## src/rtl/bt_cmd_pkg.sv

```systemverilog
// Shared definitions for the Bluetooth command decoder.
// Holds the frame byte constants, the receiver and parser state encodings,
// and two small helper functions used by the decoder.
package bt_cmd_pkg;

  localparam logic [7:0] HDR_BYTE = 8'hAA;
  localparam logic [7:0] OP_CCW   = 8'h01;
  localparam logic [7:0] OP_CW    = 8'h02;

  typedef enum logic [2:0] {
    RX_IDLE,
    RX_START,
    RX_DATA,
    RX_STOP,
    RX_WAIT_IDLE
  } rx_state_e;

  typedef enum logic [1:0] {
    P_HDR,
    P_CMD,
    P_SUM
  } p_state_e;

  function automatic int unsigned max_u(input int unsigned a, input int unsigned b);
    return (a > b) ? a : b;
  endfunction

  function automatic logic op_is_valid(input logic [7:0] op);
    return (op == OP_CCW) || (op == OP_CW);
  endfunction

endpackage

```

## src/rtl/bt_cmd_decoder_uart_rx_core.sv

```systemverilog
// uart_rx_core: 8N1 UART receiver for the Bluetooth RX line.
// Synchronizes the asynchronous line, finds start bits on a falling edge,
// samples each bit near its centre and checks the stop bit.
//
// Ports:
//   clk     in   system clock
//   rst     in   synchronous active-high reset
//   rx_i    in   raw UART line (asynchronous, idles high)
//   byte_o  out  last good byte, held until the next one
//   valid_o out  one-cycle pulse when byte_o updates
//   ferr_o  out  one-cycle pulse when the stop bit is sampled low
module uart_rx_core
  import bt_cmd_pkg::*;
#(
  parameter int unsigned BIT_CYC  = 5208,
  parameter int unsigned HALF_CYC = 2604
) (
  input  logic       clk,
  input  logic       rst,
  input  logic       rx_i,
  output logic [7:0] byte_o,
  output logic       valid_o,
  output logic       ferr_o
);

  localparam int unsigned CW = $clog2(BIT_CYC + 1);
  localparam logic [CW-1:0] BIT_LAST  = CW'(BIT_CYC - 1);
  localparam logic [CW-1:0] HALF_LAST = CW'(HALF_CYC - 1);

  logic            sync1_q, sync2_q, prev_q;
  rx_state_e       state_q, state_d;
  logic [CW-1:0]   cyc_q, cyc_d;
  logic [2:0]      bit_q, bit_d;
  logic [7:0]      shift_q, shift_d;
  logic [7:0]      byte_q, byte_d;
  logic            valid_q, valid_d;
  logic            ferr_q, ferr_d;

  always_ff @(posedge clk) begin
    if (rst) begin
      // Synchronizer flops reset to the idle level so reset itself never
      // looks like a start edge on a quiet line.
      sync1_q <= 1'b1;
      sync2_q <= 1'b1;
      prev_q  <= 1'b1;
      state_q <= RX_IDLE;
      cyc_q   <= '0;
      bit_q   <= '0;
      shift_q <= '0;
      byte_q  <= '0;
      valid_q <= 1'b0;
      ferr_q  <= 1'b0;
    end else begin
      sync1_q <= rx_i;
      sync2_q <= sync1_q;
      prev_q  <= sync2_q;
      state_q <= state_d;
      cyc_q   <= cyc_d;
      bit_q   <= bit_d;
      shift_q <= shift_d;
      byte_q  <= byte_d;
      valid_q <= valid_d;
      ferr_q  <= ferr_d;
    end
  end

  always_comb begin
    state_d = state_q;
    cyc_d   = cyc_q;
    bit_d   = bit_q;
    shift_d = shift_q;
    byte_d  = byte_q;
    valid_d = 1'b0;
    ferr_d  = 1'b0;
    case (state_q)
      RX_IDLE: begin
        if (prev_q && !sync2_q) begin
          state_d = RX_START;
          cyc_d   = '0;
          bit_d   = '0;
        end
      end
      RX_START: begin
        // Half a bit after the edge we are mid start bit; a high line here
        // means the edge was a glitch.
        if (cyc_q == HALF_LAST) begin
          cyc_d   = '0;
          state_d = sync2_q ? RX_IDLE : RX_DATA;
        end else begin
          cyc_d = cyc_q + CW'(1);
        end
      end
      RX_DATA: begin
        if (cyc_q == BIT_LAST) begin
          cyc_d   = '0;
          shift_d = {sync2_q, shift_q[7:1]};  // LSB arrives first
          if (bit_q == 3'd7) begin
            state_d = RX_STOP;
          end else begin
            bit_d = bit_q + 3'd1;
          end
        end else begin
          cyc_d = cyc_q + CW'(1);
        end
      end
      RX_STOP: begin
        if (cyc_q == BIT_LAST) begin
          cyc_d = '0;
          if (sync2_q) begin
            byte_d  = shift_q;
            valid_d = 1'b1;
            state_d = RX_IDLE;
          end else begin
            ferr_d  = 1'b1;
            state_d = RX_WAIT_IDLE;
          end
        end else begin
          cyc_d = cyc_q + CW'(1);
        end
      end
      RX_WAIT_IDLE: begin
        // A broken byte may leave the line low; only re-arm once it idles.
        if (sync2_q) begin
          state_d = RX_IDLE;
        end
      end
      default: state_d = RX_IDLE;
    endcase
  end

  assign byte_o  = byte_q;
  assign valid_o = valid_q;
  assign ferr_o  = ferr_q;

endmodule

```

## src/rtl/bt_cmd_decoder.sv

```systemverilog
// bt_cmd_decoder: turns the Bluetooth UART stream into servo commands.
// Frames are AA <opcode> <AA^opcode>; opcode 01 pulses ccw_cmd, 02 pulses
// cw_cmd. Bad checksums, bad opcodes, UART framing errors and inter-byte
// timeouts inside a frame pulse frame_err.
//
// Optional build macro BT_CMD_RATE_LIMIT_EN: when defined, commands closer
// than RATE_GAP_CYC to the previous emitted command are replaced by a
// cmd_drop pulse. Without it, cmd_drop is constant 0.
//
// Ports:
//   clk           in   system clock
//   rst           in   synchronous active-high reset
//   bt_rx         in   UART RX line (asynchronous, idles high)
//   ccw_cmd       out  one-cycle counter-clockwise command pulse
//   cw_cmd        out  one-cycle clockwise command pulse
//   rx_byte       out  last received byte
//   rx_byte_valid out  one-cycle pulse when rx_byte updates
//   frame_err     out  one-cycle pulse on any malformed frame or timeout
//   cmd_drop      out  one-cycle pulse when a valid command is rate limited
module bt_cmd_decoder
  import bt_cmd_pkg::*;
#(
  parameter int unsigned CLK_HZ       = 50_000_000,
  parameter int unsigned BAUD         = 9600,
  parameter int unsigned TIMEOUT_CYC  = 5_000_000,
  parameter int unsigned RATE_GAP_CYC = 25_000_000
) (
  input  logic       clk,
  input  logic       rst,
  input  logic       bt_rx,
  output logic       ccw_cmd,
  output logic       cw_cmd,
  output logic [7:0] rx_byte,
  output logic       rx_byte_valid,
  output logic       frame_err,
  output logic       cmd_drop
);

  localparam int unsigned BIT_CYC  = CLK_HZ / BAUD;
  localparam int unsigned HALF_CYC = BIT_CYC / 2;
  localparam int unsigned CNT_MAX  = max_u(TIMEOUT_CYC, RATE_GAP_CYC);
  localparam int unsigned CNT_W    = $clog2(CNT_MAX + 1);
  localparam logic [CNT_W-1:0] TMO_LAST = CNT_W'(TIMEOUT_CYC);
  localparam logic [CNT_W-1:0] CNT_TOP  = CNT_W'(CNT_MAX);

  logic [7:0] rx_data;
  logic       rx_valid;
  logic       rx_ferr;

  uart_rx_core #(
    .BIT_CYC  (BIT_CYC),
    .HALF_CYC (HALF_CYC)
  ) u_rx (
    .clk     (clk),
    .rst     (rst),
    .rx_i    (bt_rx),
    .byte_o  (rx_data),
    .valid_o (rx_valid),
    .ferr_o  (rx_ferr)
  );

  p_state_e         pstate_q, pstate_d;
  logic [7:0]       op_q, op_d;
  logic [CNT_W-1:0] tmo_q, tmo_d;
  logic             ccw_q, ccw_d;
  logic             cw_q, cw_d;
  logic             ferr_q, ferr_d;
  logic             sum_ok;
`ifdef BT_CMD_RATE_LIMIT_EN
  localparam logic [CNT_W-1:0] GAP_LOAD = CNT_W'(RATE_GAP_CYC);
  logic [CNT_W-1:0] gap_q, gap_d;
  logic             drop_q, drop_d;
`endif

  always_ff @(posedge clk) begin
    if (rst) begin
      pstate_q <= P_HDR;
      op_q     <= '0;
      tmo_q    <= '0;
      ccw_q    <= 1'b0;
      cw_q     <= 1'b0;
      ferr_q   <= 1'b0;
`ifdef BT_CMD_RATE_LIMIT_EN
      gap_q    <= '0;
      drop_q   <= 1'b0;
`endif
    end else begin
      pstate_q <= pstate_d;
      op_q     <= op_d;
      tmo_q    <= tmo_d;
      ccw_q    <= ccw_d;
      cw_q     <= cw_d;
      ferr_q   <= ferr_d;
`ifdef BT_CMD_RATE_LIMIT_EN
      gap_q    <= gap_d;
      drop_q   <= drop_d;
`endif
    end
  end

  // Checksum byte is current rx_data while in P_SUM.
  assign sum_ok = (rx_data == (HDR_BYTE ^ op_q)) && op_is_valid(op_q);

  always_comb begin
    pstate_d = pstate_q;
    op_d     = op_q;
    tmo_d    = tmo_q;
    ccw_d    = 1'b0;
    cw_d     = 1'b0;
    // UART framing errors always surface; parser errors are OR-ed in so a
    // framing error inside a frame still yields a single pulse.
    ferr_d   = rx_ferr;
`ifdef BT_CMD_RATE_LIMIT_EN
    drop_d   = 1'b0;
    gap_d    = (gap_q != '0) ? gap_q - CNT_W'(1) : '0;
`endif
    case (pstate_q)
      P_HDR: begin
        tmo_d = '0;
        if (rx_valid && (rx_data == HDR_BYTE)) begin
          pstate_d = P_CMD;
        end
      end
      P_CMD, P_SUM: begin
        if (rx_ferr) begin
          pstate_d = P_HDR;
          tmo_d    = '0;
        end else if (rx_valid) begin
          tmo_d = '0;
          if (pstate_q == P_CMD) begin
            op_d     = rx_data;
            pstate_d = P_SUM;
          end else begin
            pstate_d = P_HDR;
            if (sum_ok) begin
`ifdef BT_CMD_RATE_LIMIT_EN
              if (gap_q != '0) begin
                drop_d = 1'b1;  // dropped frames leave the gap running as is
              end else begin
                ccw_d = (op_q == OP_CCW);
                cw_d  = (op_q == OP_CW);
                gap_d = GAP_LOAD;
              end
`else
              ccw_d = (op_q == OP_CCW);
              cw_d  = (op_q == OP_CW);
`endif
            end else begin
              ferr_d = 1'b1;
            end
          end
        end else if (tmo_q >= TMO_LAST) begin
          ferr_d   = 1'b1;
          pstate_d = P_HDR;
          tmo_d    = '0;
        end else if (tmo_q != CNT_TOP) begin
          tmo_d = tmo_q + CNT_W'(1);
        end
      end
      default: pstate_d = P_HDR;
    endcase
  end

  assign ccw_cmd       = ccw_q;
  assign cw_cmd        = cw_q;
  assign rx_byte       = rx_data;
  assign rx_byte_valid = rx_valid;
  assign frame_err     = ferr_q;
`ifdef BT_CMD_RATE_LIMIT_EN
  assign cmd_drop      = drop_q;
`else
  assign cmd_drop      = 1'b0;
`endif

endmodule
```

## config.mk

```make
export PLATFORM = sky130hd
export DESIGN_NAME = bt_cmd_decoder
export DESIGN_NICKNAME = d
export VERILOG_FILES = /design/src/rtl/bt_cmd_pkg.sv /design/src/rtl/bt_cmd_decoder_uart_rx_core.sv /design/src/rtl/bt_cmd_decoder.sv
export SDC_FILE = /design/constraint.sdc
export NUM_CORES = 1
export LEC_CHECK = 0
export CELL_PAD_IN_SITES_DETAIL_PLACEMENT = 0
export CELL_PAD_IN_SITES_GLOBAL_PLACEMENT = 1
export CORE_MARGIN = 2
export CORE_UTILIZATION = 46
export DETAILED_ROUTE_END_ITERATION = 16
export PLACE_DENSITY_LB_ADDON = 0.1
export SKIP_LAST_GASP = 1
export SLEW_MARGIN = 25
export SYNTH_ARGS = -nofsm -noshare
export SYNTH_HDL_FRONTEND = slang
export SYNTH_SLANG_ARGS = --single-unit
```

## constraint.sdc

```tcl
create_clock -name clk -period 2.37 [get_ports clk]
set_input_delay 0.3555 -clock clk [delete_from_list [all_inputs] [get_ports clk]]
set_output_delay 0.3555 -clock clk [all_outputs]
set_load 0.005 [all_outputs]
```

==> metrics.txt <==
GRT Total Usage 19.15%; hold path startpoint u_rx.sync1_q$_SDFF_PP1_; utilization after layout 54.03%; clk sink count 78; RSZ-0062 raised after global routing false; Avg Cell Area, Syn 8.582 um^2; largest net degree at the start of global routing 31; Tcrit/Tclk final 90.49%; first-pass GRT wire length 14940 um; CP Max Fanout 9; Clock Tree Root clkbuf_8; status finished, final reports clean; Hold Buf Count CTS 0; Synth-to-Final Area Change 13.03%; CTS resizes 0; share of post-route cells with drive strength above 1 11.64%; Worst Path Arrival 2.38 ns; Syn Nets 471; postcts setup bufs 0; clock skew 0.01370 ns; Most used DFF post-synth dfxtp_1; CTS tree built; Synth cell types 62; CTS buffer count 9; clk slew on worst S/H paths 0.09 ns; YS warnings 0; Final Non-Filler Cells 586; post-synthesis cell area 3948 um^2; row count 33; worst min-delay path class register to register; critical path required time 2.61 ns; count of final hold-check violations 0; VDD IR-drop max 0.2557 mV; Max Cap Viol 0; Die W 96.64 um; crit path time final 2.145 ns; R2R Path Start u_rx.cyc_q[0]$_SDFFE_PP0P_; drt initial violations 127; Startpoint Class register; Setup TNS 0 ns; die height 96.64 um; Fmax 466.3 MHz; Inst Count DP 570; number of diodes 0; Initial Utilization 47.80%; final WL 8822 um; DP HPWL 5941 um; asr flop ratio synth 0%; Critical Path Start u_rx.cyc_q[0]$_SDFFE_PP0P_; iteration count of the initial detailed-routing pass 4; EDFF count, synth 0; cells after synthesis 460; vias after detailed routing 3308; IO buf count 14; Worst Path Class, Setup register to register; Hold WS 0.4178 ns; die area 9338 um^2; top cell type's share of synthesized area 39.56%; fin. max-slew vios 0; Nets 487; Max clock buf depth 2; PwrDens 571.7 nW/um^2; clk_lat worst skew 0.36 ns; initial antenna violation count 0; crit end category register; Lkg Pwr 0.001667 uW; DRT antenna net count 0; CTS H-Tree Depth 3; post-synthesis sequential area ratio 39.56%; Pwr Total 2551 uW; IO Count 16; synth top area cells dfxtp_1 (40%), mux2i_1 (5.1%), nand2_1 (4.4%); DR WL/cell 15.05 um; DR vias/cell 5.645; Yosys reg bits 78; routability cong. 0.7951; grt ovf 0; number of global-route vias before repair 3103; Core Box Area 8258 um^2; DRC 0; dominant cell type by area after synthesis dfxtp_1; Setup-failing EPs final 0
==> routing by layer <==
metal / share of wire [%] / track usage [%]
met2: 42 / 28.90
met5: 0 / 0
met1: 54 / 27.72
met3: 2.8 / 3.107
met4: 1.4 / 6.609
==> kinds of logic after synthesis <==
logic type / after synthesis / synth area share [%]
simple gates: 212 / 29.13
other cells: 1 / 0.09500
mux: 22 / 5.642
xor+xnor: 10 / 2.219
compound gates: 87 / 16.13
fa+ha+maj: 8 / 2.536
flops: 78 / 39.56
buf+inv: 42 / 4.691
==> synthesized netlist by cell type, types with 5 or more instances <==
library cell and instances:
o21ai_0 12, ha_1 8, nor2b_1 6, o31ai_1 7
xnor2_1 6, nand2_1 46, inv_1 15, a31oi_1 15
clkbuf_1 21, a21oi_1 21, nor4bb_1 5, nor2_1 37
a22o_1 7, and3_1 20, nor3_1 17, nand4_1 11
mux2i_1 20, dfxtp_1 78, nand3_1 28
==> layout by cell type (no fill, tap or decap), types with 5 or more instances in the layout <==
master / n
a21oi_1: 21
nor2b_1: 6
buf_4: 17
ha_1: 8
nand4_1: 11
o21ai_0: 12
mux2i_1: 20
nor2_1: 37
nand2_1: 46
dfxtp_1: 78
clkdlybuf4s50_1: 13
o31ai_1: 7
clkbuf_8: 10
nor4bb_1: 5
a22o_1: 7
a31oi_1: 15
nor3_1: 17
xnor2_1: 6
and3_1: 20
nand3_1: 28
inv_1: 15
==> final cells by class <==
| type | count | area (um^2) |
|---|---|---|
| Clock buffer | 10 | 137.6 |
| Clock inverter | 6 | 93.84 |
| Fill cell | 780 | 3796 |
| Inverter | 16 | 73.82 |
| Multi-Input combinational cell | 340 | 2201 |
| Sequential cell | 78 | 1562 |
| Tap cell | 105 | 131.4 |
| Timing Repair Buffer | 31 | 262.8 |
==> power breakdown <==
part	internal (uW)	switching (uW)	leakage [uW]	total, uW
combinational	28.3	50.0	0.000925	78.3
sequential	1310	3.99	0.000629	1320
clock	629	525	0.000113	1150
total	1970	579	0.00167	2550
==> registers in the layout (all words and copies together) (netlist names) <==
name          count
ccw_cmd           1
cw_cmd            1
frame_err         1
op_q              8
pstate_q          2
tmo_q            25
u_rx.bit_q        3
u_rx.byte_o       8
u_rx.cyc_q       13
u_rx.ferr_o       1
u_rx.prev_q       1
u_rx.shift_q      8
u_rx.state_q      3
u_rx.sync1_q      1
u_rx.sync2_q      1
u_rx.valid_o      1
==> worst max-delay path: stages, from the launching register on <==
cell	delay, ns
dfxtp_1	0.39
ha_1	0.21
nor4bb_1	0.35
nand4_1	0.19
or3_1	0.60
mux2i_1	0.24
nor2_1	0.05
==> worst paths after layout <==
check	end	slack, ns	cells after the start
worst min-delay path	u_rx.sync2_q$_SDFF_PP1_	0.42	1
worst max-delay path	u_rx.byte_o[7]$_SDFFE_PP0P_	0.23	6
worst max register to register	u_rx.byte_o[7]$_SDFFE_PP0P_	0.23	6
worst min register to register	u_rx.sync2_q$_SDFF_PP1_	0.42	1
==> per-stage QoR <==
step           setup WS, ns  cell area (um^2)
2_1_floorplan        0.4402              3948
3_3_place_gp         0.2501              4230
3_5_place_dp         0.2576              4230
4_1_cts              0.2252              4462
5_1_grt             0.05225              4462
6_report             0.2254              4462
(Power assumes the default switching activity.)
